`src/rtl/axis_flit_injector_if.sv`:
```
`default_nettype none
// ============================================================================
// Module   : axis_flit_injector_if
// Brief    : AXI-stream slave plus credit-based flit output bundle.
// Revision : 1.0 - initial release
// ============================================================================
interface axis_flit_injector_if #(
    parameter int TDATA_WIDTH          = 32,
    parameter int TDEST_WIDTH          = 4,
    parameter int TID_WIDTH            = 2,
    parameter int SERIALIZATION_FACTOR = 1
);
    localparam int FLIT_WIDTH = TDATA_WIDTH / SERIALIZATION_FACTOR;
    localparam int DEST_WIDTH = TDEST_WIDTH + TID_WIDTH;

    logic                   axis_in_tvalid;
    logic [TDATA_WIDTH-1:0] axis_in_tdata;
    logic                   axis_in_tlast;
    logic [TID_WIDTH-1:0]   axis_in_tid;
    logic [TDEST_WIDTH-1:0] axis_in_tdest;
    logic                   axis_in_tready;
    logic [FLIT_WIDTH-1:0]  data_out;
    logic [DEST_WIDTH-1:0]  dest_out;
    logic                   is_tail_out;
    logic                   send_out;
    logic                   credit_in;

    modport slave (
        input  axis_in_tvalid, axis_in_tdata, axis_in_tlast, axis_in_tid,
               axis_in_tdest, credit_in,
        output axis_in_tready, data_out, dest_out, is_tail_out, send_out
    );

    modport master (
        output axis_in_tvalid, axis_in_tdata, axis_in_tlast, axis_in_tid,
               axis_in_tdest, credit_in,
        input  axis_in_tready, data_out, dest_out, is_tail_out, send_out
    );
endinterface
`default_nettype wire

```
`src/rtl/axis_flit_injector.sv`:
```
`default_nettype none
// ============================================================================
// Module   : axis_flit_injector
// Brief    : Serialises AXI-stream beats into credit-flow-controlled NoC flits.
//            Define AXIS_FLIT_INJECTOR_STATS_EN to add flit/stall counters.
// Revision : 1.0 - initial release
// ============================================================================
module axis_flit_injector #(
    parameter int TDATA_WIDTH          = 32,
    parameter int TDEST_WIDTH          = 4,
    parameter int TID_WIDTH            = 2,
    parameter int SERIALIZATION_FACTOR = 1,
    parameter int FLIT_BUFFER_DEPTH    = 1
) (
    input  wire         clk_noc,
    input  wire         rst_noc,
`ifdef AXIS_FLIT_INJECTOR_STATS_EN
    output logic [31:0] stat_flits_sent,
    output logic [31:0] stat_stall_cycles,
`endif
    axis_flit_injector_if.slave bus
);
    localparam int FLIT_WIDTH = TDATA_WIDTH / SERIALIZATION_FACTOR;
    localparam int DEST_WIDTH = TDEST_WIDTH + TID_WIDTH;
    localparam int c_IDX_W    = (SERIALIZATION_FACTOR > 1) ? $clog2(SERIALIZATION_FACTOR) : 1;
    localparam int c_CREDIT_W = $clog2(FLIT_BUFFER_DEPTH + 1);
    localparam logic [c_CREDIT_W-1:0] c_CREDIT_MAX = c_CREDIT_W'(FLIT_BUFFER_DEPTH);

    typedef enum logic [0:0] {
        S_IDLE   = 1'b0,
        S_SERIAL = 1'b1
    } state_t;

    state_t                  r_state, w_state_nxt;
    logic [c_IDX_W-1:0]      r_index, w_index_nxt;
    logic [c_CREDIT_W-1:0]   r_credit, w_credit_nxt;
    logic [TDATA_WIDTH-1:0]  r_beat;
    logic                    r_beat_last;
    logic [DEST_WIDTH-1:0]   r_beat_dest;
    logic                    r_send;
    logic [FLIT_WIDTH-1:0]   r_data_out;
    logic [DEST_WIDTH-1:0]   r_dest_out;
    logic                    r_tail;
    logic [FLIT_WIDTH-1:0]   w_flit;
    logic                    w_last_flit;
    logic                    w_launch;
    logic                    w_ready;
    logic                    w_accept;

    assign w_launch = (r_state == S_SERIAL) && (r_credit != '0);
    assign w_ready  = (r_state == S_IDLE) || (w_launch && w_last_flit);
    assign w_accept = bus.axis_in_tvalid && w_ready;

    assign bus.axis_in_tready = w_ready;
    assign bus.send_out       = r_send;
    assign bus.data_out       = r_data_out;
    assign bus.dest_out       = r_dest_out;
    assign bus.is_tail_out    = r_tail;

    generate
        if (SERIALIZATION_FACTOR > 1) begin : g_multi
            logic [SERIALIZATION_FACTOR-1:0][FLIT_WIDTH-1:0] w_slices;
            assign w_slices    = r_beat;
            assign w_flit      = w_slices[r_index];
            assign w_last_flit = (r_index == c_IDX_W'(SERIALIZATION_FACTOR - 1));
        end else begin : g_single
            assign w_flit      = r_beat;
            assign w_last_flit = (r_index == '0);
        end
    endgenerate

    always_comb begin
        w_state_nxt  = r_state;
        w_index_nxt  = r_index;
        w_credit_nxt = r_credit;
        case (r_state)
            S_IDLE: begin
                if (w_accept) begin
                    w_state_nxt = S_SERIAL;
                    w_index_nxt = '0;
                end
            end
            S_SERIAL: begin
                if (w_launch) begin
                    if (w_last_flit) begin
                        w_index_nxt = '0;
                        w_state_nxt = w_accept ? S_SERIAL : S_IDLE;
                    end else begin
                        w_index_nxt = r_index + c_IDX_W'(1);
                    end
                end
            end
            default: w_state_nxt = S_IDLE;
        endcase
        // A launch and a returned credit in the same cycle cancel out.
        if (w_launch && !bus.credit_in) begin
            w_credit_nxt = r_credit - c_CREDIT_W'(1);
        end else if (!w_launch && bus.credit_in && (r_credit != c_CREDIT_MAX)) begin
            w_credit_nxt = r_credit + c_CREDIT_W'(1);
        end
    end

    always_ff @(posedge clk_noc or posedge rst_noc) begin
        if (rst_noc) begin
            r_state  <= S_IDLE;
            r_index  <= '0;
            r_credit <= c_CREDIT_MAX;
        end else begin
            r_state  <= w_state_nxt;
            r_index  <= w_index_nxt;
            r_credit <= w_credit_nxt;
        end
    end

    always_ff @(posedge clk_noc or posedge rst_noc) begin
        if (rst_noc) begin
            r_beat      <= '0;
            r_beat_last <= 1'b0;
            r_beat_dest <= '0;
            r_send      <= 1'b0;
            r_data_out  <= '0;
            r_dest_out  <= '0;
            r_tail      <= 1'b0;
        end else begin
            if (w_accept) begin
                r_beat      <= bus.axis_in_tdata;
                r_beat_last <= bus.axis_in_tlast;
                r_beat_dest <= {bus.axis_in_tid, bus.axis_in_tdest};
            end
            r_send <= w_launch;
            if (w_launch) begin
                r_data_out <= w_flit;
                r_dest_out <= r_beat_dest;
                r_tail     <= r_beat_last && w_last_flit;
            end
        end
    end

`ifdef AXIS_FLIT_INJECTOR_STATS_EN
    always_ff @(posedge clk_noc or posedge rst_noc) begin
        if (rst_noc) begin
            stat_flits_sent   <= '0;
            stat_stall_cycles <= '0;
        end else begin
            if (w_launch) begin
                stat_flits_sent <= stat_flits_sent + 32'd1;
            end
            if ((r_state == S_SERIAL) && (r_credit == '0)) begin
                stat_stall_cycles <= stat_stall_cycles + 32'd1;
            end
        end
    end
`endif

endmodule
`default_nettype wire

```
`src/flat_wrapper.sv`:
```
// flat-port wrapper written by rule: the top's interface ports become plain ports
module axis_flit_injector_flat 
#(
    parameter int TDATA_WIDTH          = 32,
    parameter int TDEST_WIDTH          = 4,
    parameter int TID_WIDTH            = 2,
    parameter int SERIALIZATION_FACTOR = 1,
    parameter int FLIT_BUFFER_DEPTH    = 1
)
  (clk_noc, rst_noc, bus_axis_in_tvalid, bus_axis_in_tdata, bus_axis_in_tlast, bus_axis_in_tid, bus_axis_in_tdest, bus_credit_in, bus_axis_in_tready, bus_data_out, bus_dest_out, bus_is_tail_out, bus_send_out);
  axis_flit_injector_if #(.TDATA_WIDTH(TDATA_WIDTH), .TDEST_WIDTH(TDEST_WIDTH), .TID_WIDTH(TID_WIDTH), .SERIALIZATION_FACTOR(SERIALIZATION_FACTOR)) bus_i ();
  input  wire clk_noc;
  input  wire rst_noc;
  input wire logic [$bits(bus_i.axis_in_tvalid)-1:0] bus_axis_in_tvalid;
  input wire logic [$bits(bus_i.axis_in_tdata)-1:0] bus_axis_in_tdata;
  input wire logic [$bits(bus_i.axis_in_tlast)-1:0] bus_axis_in_tlast;
  input wire logic [$bits(bus_i.axis_in_tid)-1:0] bus_axis_in_tid;
  input wire logic [$bits(bus_i.axis_in_tdest)-1:0] bus_axis_in_tdest;
  input wire logic [$bits(bus_i.credit_in)-1:0] bus_credit_in;
  output wire logic [$bits(bus_i.axis_in_tready)-1:0] bus_axis_in_tready;
  output wire logic [$bits(bus_i.data_out)-1:0] bus_data_out;
  output wire logic [$bits(bus_i.dest_out)-1:0] bus_dest_out;
  output wire logic [$bits(bus_i.is_tail_out)-1:0] bus_is_tail_out;
  output wire logic [$bits(bus_i.send_out)-1:0] bus_send_out;
  assign bus_i.axis_in_tvalid = bus_axis_in_tvalid;
  assign bus_i.axis_in_tdata = bus_axis_in_tdata;
  assign bus_i.axis_in_tlast = bus_axis_in_tlast;
  assign bus_i.axis_in_tid = bus_axis_in_tid;
  assign bus_i.axis_in_tdest = bus_axis_in_tdest;
  assign bus_i.credit_in = bus_credit_in;
  assign bus_axis_in_tready = bus_i.axis_in_tready;
  assign bus_data_out = bus_i.data_out;
  assign bus_dest_out = bus_i.dest_out;
  assign bus_is_tail_out = bus_i.is_tail_out;
  assign bus_send_out = bus_i.send_out;
  axis_flit_injector #(.TDATA_WIDTH(TDATA_WIDTH), .TDEST_WIDTH(TDEST_WIDTH), .TID_WIDTH(TID_WIDTH), .SERIALIZATION_FACTOR(SERIALIZATION_FACTOR), .FLIT_BUFFER_DEPTH(FLIT_BUFFER_DEPTH)) u_core (.clk_noc(clk_noc), .rst_noc(rst_noc), .bus(bus_i));
endmodule
```
`config.mk`:
```
export PLATFORM = sky130hd
export DESIGN_NAME = axis_flit_injector_flat
export DESIGN_NICKNAME = d
export VERILOG_FILES = /design/src/rtl/axis_flit_injector_if.sv /design/src/rtl/axis_flit_injector.sv /design/src/flat_wrapper.sv
export SDC_FILE = /design/constraint.sdc
export NUM_CORES = 1
export LEC_CHECK = 0
export CORE_AREA = 3 3 82 84
export CTS_CLUSTER_SIZE = 24
export DETAILED_ROUTE_END_ITERATION = 12
export DIE_AREA = 0 0 85 87
export PLACE_DENSITY = 0.82
export SLEW_MARGIN = 40
export SYNTH_ARGS = -nofsm -noshare
export SYNTH_HDL_FRONTEND = slang
export SYNTH_SLANG_ARGS = --single-unit
```
`constraint.sdc`:
```
create_clock -name clk_noc -period 7.45 [get_ports clk_noc]
set_clock_uncertainty 0.05 [all_clocks]
set_input_delay 1.49 -clock clk_noc [delete_from_list [all_inputs] [get_ports clk_noc]]
set_output_delay 1.49 -clock clk_noc [all_outputs]
set_load 0.03 [all_outputs]
```
==> metrics.txt, run 1 <==
CTS resizes=0; GRT overflow=0; reg2reg setup slack=5.80 ns; Mapped Avg Cell Area=approximately 17 sq um; Clock H-tree levels=3; Worst path depth=2; Mapped Area=about 3000 sq um; die height=between 80 and 90 um; Worst Setup EP=bus_axis_in_tready; Starting Density=0.509; P_leak=1.80 nW; Post-Synth Simple-Gate Area=0.00985; CP Launch Type=register; CTS sink count=81; layout cell share with drive strength beyond 1=0.370; post-placement cell area=3940 sq um; Buffers & Inverters on Critical Path=1; Final ANT Viol Nets=0; CTS tree=yes; CP Cell Sequence=nand2b_4 -> clkdlybuf4s50_1; Post-Synth Adder-Cell Area=0; WHS Path Cells=1; final setup fails=0; largest family of logic cells by synthesized area=multiplexers; Layout area overhead=36.4%; pre-CTS setup slack=4.44 ns; die extent in x=85 um; RR Endpoint=u_core.r_beat[6]$_DFFE_PP0P_; period utilization=0.440; fmax=305 MHz; Slew @ Worst Pin=0.700 ns; clk slew on worst S/H paths=0.07 ns; Critical R2R Launch=u_core.r_credit$_DFFE_PP1P_; Avg WL per Cell=15.9 um; final non-filler cell total=340; # DRC=0; worst-path fanout max=3; 1st-iter DRT viols=47; Worst Path Required=5.91 ns; Post-Synth XOR/XNOR Area=0; Yosys Warn Count=0; Mapped Cells=175; final net count=305; Post-CTS Repair Setup Buffers=0; Root Buffer=clkbuf_8; number of global-route vias before repair=1928; status=finished clean; CTS hold repair buffers=0; I/O pins=84; first-pass GRT wire length=9340 um; Critical Path Start=u_core.r_credit$_DFFE_PP1P_; max-slew violation count=0; max cap viols=0; initial antenna violation count=0; Top delay family on crit path=buffers and inverters; core footprint=5990 sq um; crit path kind=register to output port; Distinct cells, synth=13; antenna cell count=0; Total Wirelength=5420 um; vias per cell=roughly 5.0; die area=7400 sq um; via count=between 1500 and 2000; register bit total from synthesis=81; post-synthesis sequential area ratio=0.665; pin count of the biggest net entering global routing=82; unrepaired setup endpoints after global routing=no; max_slew headroom=0.533; Hold Crit Class=register to register; net count after synthesis=218; Tmin final=3.28 ns; Max Buffers Root-to-Sink=2; PwrDens=between 300 and 400 nW/um^2; Max IR drop VDD=between 0.15 and 0.2 mV; slowest stage delay, CP=0.67 ns; CTS buffer count=9; Setup TNS=0 ns; critical path's slowest cell=clkdlybuf4s50_1; worst-skew pair later-pin latency=0.33 ns; fin worst setup slack=4.17 ns; CP endpoint kind=output port; GPL Wtd Cong=0.691; final hold vios=0; most frequent cells in the layout=clkdlybuf4s50_1, dfrtp_1, mux2_2, clkbuf_8, mux2_4; Fill cells=between 400 and 500; post-synthesis mux area share=0.300; Final HPWL DP=about 3600 um; Rows=28; Port Buffers=83; 1st-pass router iterations=2; Worst Reg-to-Reg Cells=3; CP arrival=1.74 ns; GRT Util Overall=0.164; placed cells=326; Design Area, Final=4160 sq um; Synth Area in Compound Gates=0.00246; commonest non-fill, non-tap cell in the layout=clkdlybuf4s50_1
[where the power goes]
part | switching [mW] | internal [mW]
Sequential | 0.0473 | 0.530
Clock | 0.144 | 0.203
Combinational | 0.191 | 0.196
[final cells by class]
class / count / area, sq um / area share
Multi-Input combinational cell: 83 / 966 / 0.232
Clock buffer: 11 / 151 / 0.0364
Tap cell: 75 / 93.8 / 0.0226
Inverter: 3 / 12.5 / 0.00301
Timing Repair Buffer: 84 / 842 / 0.202
Sequential cell: 81 / 2030 / 0.488
Clock inverter: 3 / 65.1 / 0.0156
[state kept, by name, indices dropped and copies added, names as in the netlist]
register / flops
u_core.bus.send_out: 1
u_core.r_state: 1
u_core.r_beat: 32
u_core.bus.data_out: 32
u_core.r_credit: 1
u_core.r_beat_dest: 6
u_core.bus.is_tail_out: 1
u_core.bus.dest_out: 6
u_core.r_beat_last: 1
[through the flow]
| step | hold slack (ns) | utilization | power, mW |
|---|---|---|---|
| floorplan | 0.425 | - | 0.808 |
| global placement | 0.433 | 0.656 | 0.966 |
| detailed placement | 0.438 | 0.658 | 0.979 |
| CTS | 0.454 | 0.694 | 1.33 |
| global route | 0.472 | 0.694 | 1.38 |
| finish | 0.452 | 0.694 | 1.31 |
[cells by family (layout without fill, tap and decap cells)]
group / after synthesis / after routing
DFF: 81 / 81
and+or+nand+nor: 4 / 4
buffers and inverters: 11 / 101
muxes: 78 / 78
AOI/OAI and AO/OA: 1 / 1
[worst register-to-register path, delay by kind of cell, from the launching register on]
kind | cells | cell delay [ns]
flip-flops | 1 | 0.57
AND/OR/NAND/NOR | 2 | 0.48
multiplexers | 1 | 0.43
[worst min-delay path by stage]
stage                                        startpoint                             endpoint  slack (ns)
after floorplan           u_core.r_beat[22]$_DFFE_PP0P_  u_core.bus.data_out[22]$_DFFE_PP0P_        0.42
after global placement    u_core.r_beat[23]$_DFFE_PP0P_  u_core.bus.data_out[23]$_DFFE_PP0P_        0.43
final                     u_core.r_beat[16]$_DFFE_PP0P_  u_core.bus.data_out[16]$_DFFE_PP0P_        0.45
after detailed placement  u_core.r_beat[16]$_DFFE_PP0P_  u_core.bus.data_out[16]$_DFFE_PP0P_        0.44
after global routing      u_core.r_beat[19]$_DFFE_PP0P_        u_core.r_beat[19]$_DFFE_PP0P_        0.47
after CTS                 u_core.r_beat[16]$_DFFE_PP0P_  u_core.bus.data_out[16]$_DFFE_PP0P_        0.45
[per-layer routing]
metal | global-route usage | vias to the layer above | routed length (um) | share of wire
met5 | 0 | - | 0 | 0
met4 | 0.0604 | 0 | 67 | 0.012
met3 | 0.0700 | 8 | 477 | 0.088
met2 | 0.248 | 57 | 2570 | 0.47
met1 | 0.212 | 854 | 2310 | 0.43
li1 | - | 777 | - | -
[Yosys cell counts]
cell type  count  share of area
nand2b_4       1         0.0045
dfstp_2        1         0.0086
buf_6          1         0.0037
nand2b_1       1         0.0021
mux2_2        68           0.25
nand2_2        1         0.0021
nand2_1        1         0.0012
a21o_1         1         0.0025
mux2_4        10          0.049
buf_2          6         0.0098
dfrtp_1       80           0.66
buf_8          1         0.0049
inv_1          3         0.0037
Note: power is estimated with default switching activity, not from simulation.
==> run 2: changes to the inputs <==
Settings changed: CORE_AREA 3 3 82 84 to 3 3 89 91, DIE_AREA 0 0 85 87 to 0 0 92 94, PLACE_DENSITY 0.82 to 0.74.
Clock period 7.45 ns to 2.8 ns, I/O delays scaled along.
==> run 2 against run 1 <==
  * Worst hold slack about the same
  * Non-clock buffer count grew 1
  * Final area increased by 1.7%
  * Register-to-register slack worse by 4.5 ns
  * Flip-flop and latch count did not move
  * Highest routed layer unchanged
==> metrics.txt, run 2 (synthesis results as in run 1) <==
status=finished clean; fin worst setup slack=0.477 ns (-3.69 ns); antenna cell count=0 (unchanged); initial antenna violation count=0 (unchanged); Tmin final=~2.3 ns; most frequent cells in the layout=clkdlybuf4s50_1, dfrtp_1, mux2_2, mux2_4, clkbuf_8; P_leak=1.81 nW (+0.42%); 1st-iter DRT viols=35 (-26%); Rows=31 (+11%); unrepaired setup endpoints after global routing=no; pin count of the biggest net entering global routing=43 (-48%); number of global-route vias before repair=1783 (-7.5%); Hold Crit Class=register to register; GPL Wtd Cong=0.655 (-5.2%); GRT overflow=0 (unchanged); CTS buffer count=9 (unchanged); 1st-pass router iterations=4 (+2); core footprint=7210 sq um (+20%); Total Wirelength=5520 um (+1.8%); GRT Util Overall=0.140 (-0.0245); Worst Path Required=2.19 ns (-3.72 ns); CTS hold repair buffers=0 (unchanged); Root Buffer=clkbuf_8; CTS tree=yes; final setup fails=0 (unchanged); first-pass GRT wire length=9160 um (-1.9%); worst-path fanout max=3 (unchanged); pre-CTS setup slack=0.797 ns (-3.64 ns); CTS sink count=81 (unchanged); Port Buffers=83 (unchanged); Clock H-tree levels=3 (unchanged); clk slew on worst S/H paths=0.08 ns (about the same); CTS resizes=0 (unchanged); Max Buffers Root-to-Sink=2 (unchanged); fmax=approximately 430 MHz; die area=8650 sq um (+17%); Setup TNS=0 ns (unchanged); Avg WL per Cell=15.1 um (-5.4%); final core utilization=0.586 (-0.108); max cap viols=0 (unchanged); final hold vios=0 (unchanged); total power=3.55 mW (+170%); Post-CTS Repair Setup Buffers=0 (unchanged); layout cell share with drive strength beyond 1=0.371 (+0.000975); commonest non-fill, non-tap cell in the layout=clkdlybuf4s50_1; # DRC=0 (unchanged); Fill cells=605 (+41%); crit path kind=register to output port; CP Launch Type=register; max_slew headroom=0.534 (+0.000984); max-slew violation count=0 (unchanged); CP endpoint kind=output port; worst-skew pair later-pin latency=0.34 ns (about the same); I/O pins=84 (unchanged); Max IR drop VDD=0.384 mV (+100%); Starting Density=0.423 (-0.0863); Layout area overhead=38.7%; Slew @ Worst Pin=0.698 ns (-0.00229 ns); period utilization=0.830; Final HPWL DP=3600 um (-0.68%); die extent in x=92 um (+8.2%); vias per cell=4.71 (-5.5%); die height=94 um (+8.0%); via count=1725 (+1.7%); PwrDens=839 nW/um^2 (+170%); Final ANT Viol Nets=0 (unchanged); CP arrival=1.71 ns (-0.03 ns); final net count=306 (+0.33%)
==> run 2: changes by cell type in the layout (fill, tap and decap cells not counted), sizes merged <==
cell,before,now
bufinv,2,3
clkbuf,11,10
clkinv,2,1
clkinvlp,0,2
buf,1,2
==> run 2: layer usage <==
metal / vias to the layer above / track usage / wire [um]
met1: 882 / 0.181 / 2500
met3: 9 / 0.0593 / 390
li1: 779 / - / -
met4: 0 / 0.0520 / 74
met5: - / 0 / 0
met2: 55 / 0.209 / 2550
==> run 2: path summary, 6_finish.rpt <==
path / start / end / slack (ns) / depth (start not counted)
min in group asynchronous: rst_noc / u_core.r_state$_DFF_PP0_ / 0.58 / 2
max: u_core.r_credit$_DFFE_PP1P_ / bus_axis_in_tready / 0.48 / 2
max in group asynchronous: rst_noc / u_core.bus.data_out[18]$_DFFE_PP0P_ / 1.47 / 3
min reg2reg: u_core.r_beat[17]$_DFFE_PP0P_ / u_core.bus.data_out[17]$_DFFE_PP0P_ / 0.45 / 1
min: u_core.r_beat[17]$_DFFE_PP0P_ / u_core.bus.data_out[17]$_DFFE_PP0P_ / 0.45 / 1
max reg2reg: u_core.r_state$_DFF_PP0_ / u_core.bus.dest_out[4]$_DFFE_PP0P_ / 1.31 / 2
==> run 2: area by class of cell <==
cell class | instances | area, sq um | share of cell area
Sequential cell | 81 | 2030 | 0.480
Clock inverter | 5 | 105 | 0.0249
Clock buffer | 10 | 128 | 0.0302
Multi-Input combinational cell | 83 | 961 | 0.227
Timing Repair Buffer | 85 | 871 | 0.206
Tap cell | 99 | 124 | 0.0293
Inverter | 3 | 12.5 | 0.00296
==> run 2: critical path, cell delays in order, from the launching register on <==
cell             delay, ns
dfstp_2               0.57
nand2b_4              0.14
clkdlybuf4s50_1       0.67
==> run 2: per-stage QoR <==
| stage | cell area [sq um] | instances | hold slack (ns) |
|---|---|---|---|
| 5_1_grt | 4230 | 366 | 0.470 |
| 3_5_place_dp | 4000 | 351 | 0.440 |
| 2_1_floorplan | 3050 | 175 | 0.425 |
| 4_1_cts | 4230 | 366 | 0.456 |
| 3_3_place_gp | 3990 | 351 | 0.432 |
| 6_report | 4230 | 366 | 0.452 |
==> run 2: report_power, final <==
group	internal, mW	total (mW)	switching, mW
sequential	1.41	1.53	0.117
combinational	0.527	1.04	0.511
clock	0.588	0.986	0.398
total	2.52	3.55	1.03
==> run 3: changes to the inputs <==
Clock period 2.8 ns to 2 ns, I/O delays scaled along.
==> run 3 against run 2 <==
  * Core utilization stayed put
  * Die area did not move
  * Via count is 2.7% lower
==> metrics.txt, run 3 (synthesis results as in run 1) <==
status=finished clean; I/O pins=84 (unchanged); first-pass GRT wire length=8970 um (-2.1%); initial antenna violation count=0 (unchanged); Setup TNS=0 ns (unchanged); Starting Density=0.423 (unchanged); Total Wirelength=5310 um (-3.7%); Max IR drop VDD=0.644 mV (+68%); final setup fails=0 (unchanged); 1st-pass router iterations=4 (unchanged); core footprint=7210 sq um (unchanged); Layout area overhead=38.7% (unchanged); Slew @ Worst Pin=0.410 ns (-0.287 ns); GRT overflow=0 (unchanged); Hold Crit Class=register to register; max-slew violation count=0 (unchanged); CP arrival=1.40 ns (-0.31 ns); Worst Path Required=1.55 ns (-0.64 ns); Clock H-tree levels=3 (unchanged); final hold vios=0 (unchanged); Port Buffers=83 (unchanged); P_leak=1.81 nW (about the same); min-delay src=u_core.r_beat[21]$_DFFE_PP0P_; Final HPWL DP=3650 um (+1.3%); GRT Util Overall=0.134 (-0.00601); commonest non-fill, non-tap cell in the layout=clkdlybuf4s50_1; most frequent cells in the layout=clkdlybuf4s50_1, dfrtp_1, mux2_2, mux2_4, clkbuf_8; RR Endpoint=u_core.r_beat[3]$_DFFE_PP0P_; number of global-route vias before repair=1893 (+6.2%); max_slew headroom=0.726 (+0.192); Max Buffers Root-to-Sink=2 (unchanged); reg2reg setup slack=0.57 ns (-0.74 ns); layout cell share with drive strength beyond 1=0.378 (+0.00699); Final ANT Viol Nets=0 (unchanged); Tmin final=around 1.9 ns; placed cells=353 (+0.57%); final net count=308 (+0.65%); CP endpoint kind=output port; period utilization=0.927; CP Launch Type=register; die extent in x=92 um (unchanged); 1st-iter DRT viols=36 (+2.9%); CTS buffer count=9 (unchanged); GPL Wtd Cong=0.662 (+1.1%); Critical Path Start=u_core.r_credit$_DFFE_PP1P_; fmax=539 MHz; clk slew on worst S/H paths=0.08 ns (about the same); via count=1678 (-2.7%); # DRC=0 (unchanged); worst-skew pair later-pin latency=0.33 ns (about the same); PwrDens=1120 nW/um^2 (+34%); Critical R2R Launch=u_core.r_credit$_DFFE_PP1P_; Root Buffer=clkbuf_8; CTS tree=yes; CTS sink count=81 (unchanged); Fill cells=592 (-2.1%); antenna cell count=0 (unchanged); WHS Path Cells=1 (unchanged); vias per cell=4.55 (-3.5%); worst-path fanout max=3 (unchanged); final non-filler cell total=369 (+0.82%); WHS Endpoint=u_core.bus.data_out[21]$_DFFE_PP0P_; pin count of the biggest net entering global routing=82 (+91%); die height=94 um (unchanged); Avg WL per Cell=14.4 um (-4.5%); crit path kind=register to output port; max cap viols=0 (unchanged); Rows=31 (unchanged); Worst Reg-to-Reg Cells=4 (+2); unrepaired setup endpoints after global routing=no; die area=8650 sq um (unchanged); Post-CTS Repair Setup Buffers=0 (unchanged)
[run 3: changes by cell type in the layout (fill, tap and decap cells not counted), sizes merged]
cell,before,now
bufinv,3,1
buf,2,4
clkdlybuf4s50,83,82
clkbuf,10,11
dlygate4sd2,0,1
clkinvlp,2,3
clkinv,1,2
[run 3: worst max-delay path: stages (launching register included)]
cell and delay, ns:
dfstp_2 0.55, nand2b_4 0.13, dlygate4sd2_1 0.40
[run 3: per-stage QoR]
stage	power, mW	setup WS, ns	area, sq um	hold slack [ns]	util
2_1_floorplan	3.01	0.485	3050	0.425	-
3_3_place_gp	3.62	0.228	4030	0.431	0.559
3_5_place_dp	3.66	0.225	4030	0.440	0.559
4_1_cts	4.83	0.116	4230	0.455	0.586
5_1_grt	5.01	0.0936	4230	0.460	0.586
6_report	4.76	0.145	4230	0.448	0.586
[run 3: metal layers]
| layer | global-route usage | up-vias | share of wire |
|---|---|---|---|
| met1 | 0.167 | 836 | 0.44 |
| met4 | 0.0520 | 0 | 0.0088 |
| met2 | 0.212 | 51 | 0.48 |
| met5 | 0 | - | 0 |
| met3 | 0.0489 | 7 | 0.077 |
| li1 | - | 784 | - |
[run 3: what timing repair did]
action / in CTS / in global routing
hold buffers: 0 / 0
resized for setup: 1 / 0
endpoints found under the setup margin: 1 / 0
endpoints found under the hold margin: 0 / 0
[run 3: how the worst max path moves through the flow]
stage	endpoint	slack, ns	cells past startpoint
after floorplan	u_core.r_beat[0]$_DFFE_PP0P_	0.48	5
after global placement	bus_axis_in_tready	0.23	2
after detailed placement	bus_axis_in_tready	0.22	2
after CTS	bus_axis_in_tready	0.12	2
after global routing	bus_axis_in_tready	0.09	2
final	bus_axis_in_tready	0.15	2
[run 3: power breakdown]
| part | internal (mW) | total (mW) | switching [mW] | leakage (nW) |
|---|---|---|---|---|
| logic | 0.749 | 1.47 | 0.720 | 0.762 |
| registers | 1.97 | 2.13 | 0.160 | 0.949 |
| clock network | 0.607 | 1.16 | 0.549 | 0.0953 |
| total | 3.33 | 4.76 | 1.43 | 1.81 |
[run 3: layout make-up]
cell class | instances | area (sq um) | share of cell area
Clock buffer | 11 | 141 | 0.0334
Clock inverter | 5 | 55.1 | 0.0130
Inverter | 3 | 15.0 | 0.00355
Multi-Input combinational cell | 83 | 956 | 0.226
Sequential cell | 81 | 2030 | 0.480
Tap cell | 99 | 124 | 0.0293
Timing Repair Buffer | 87 | 910 | 0.215
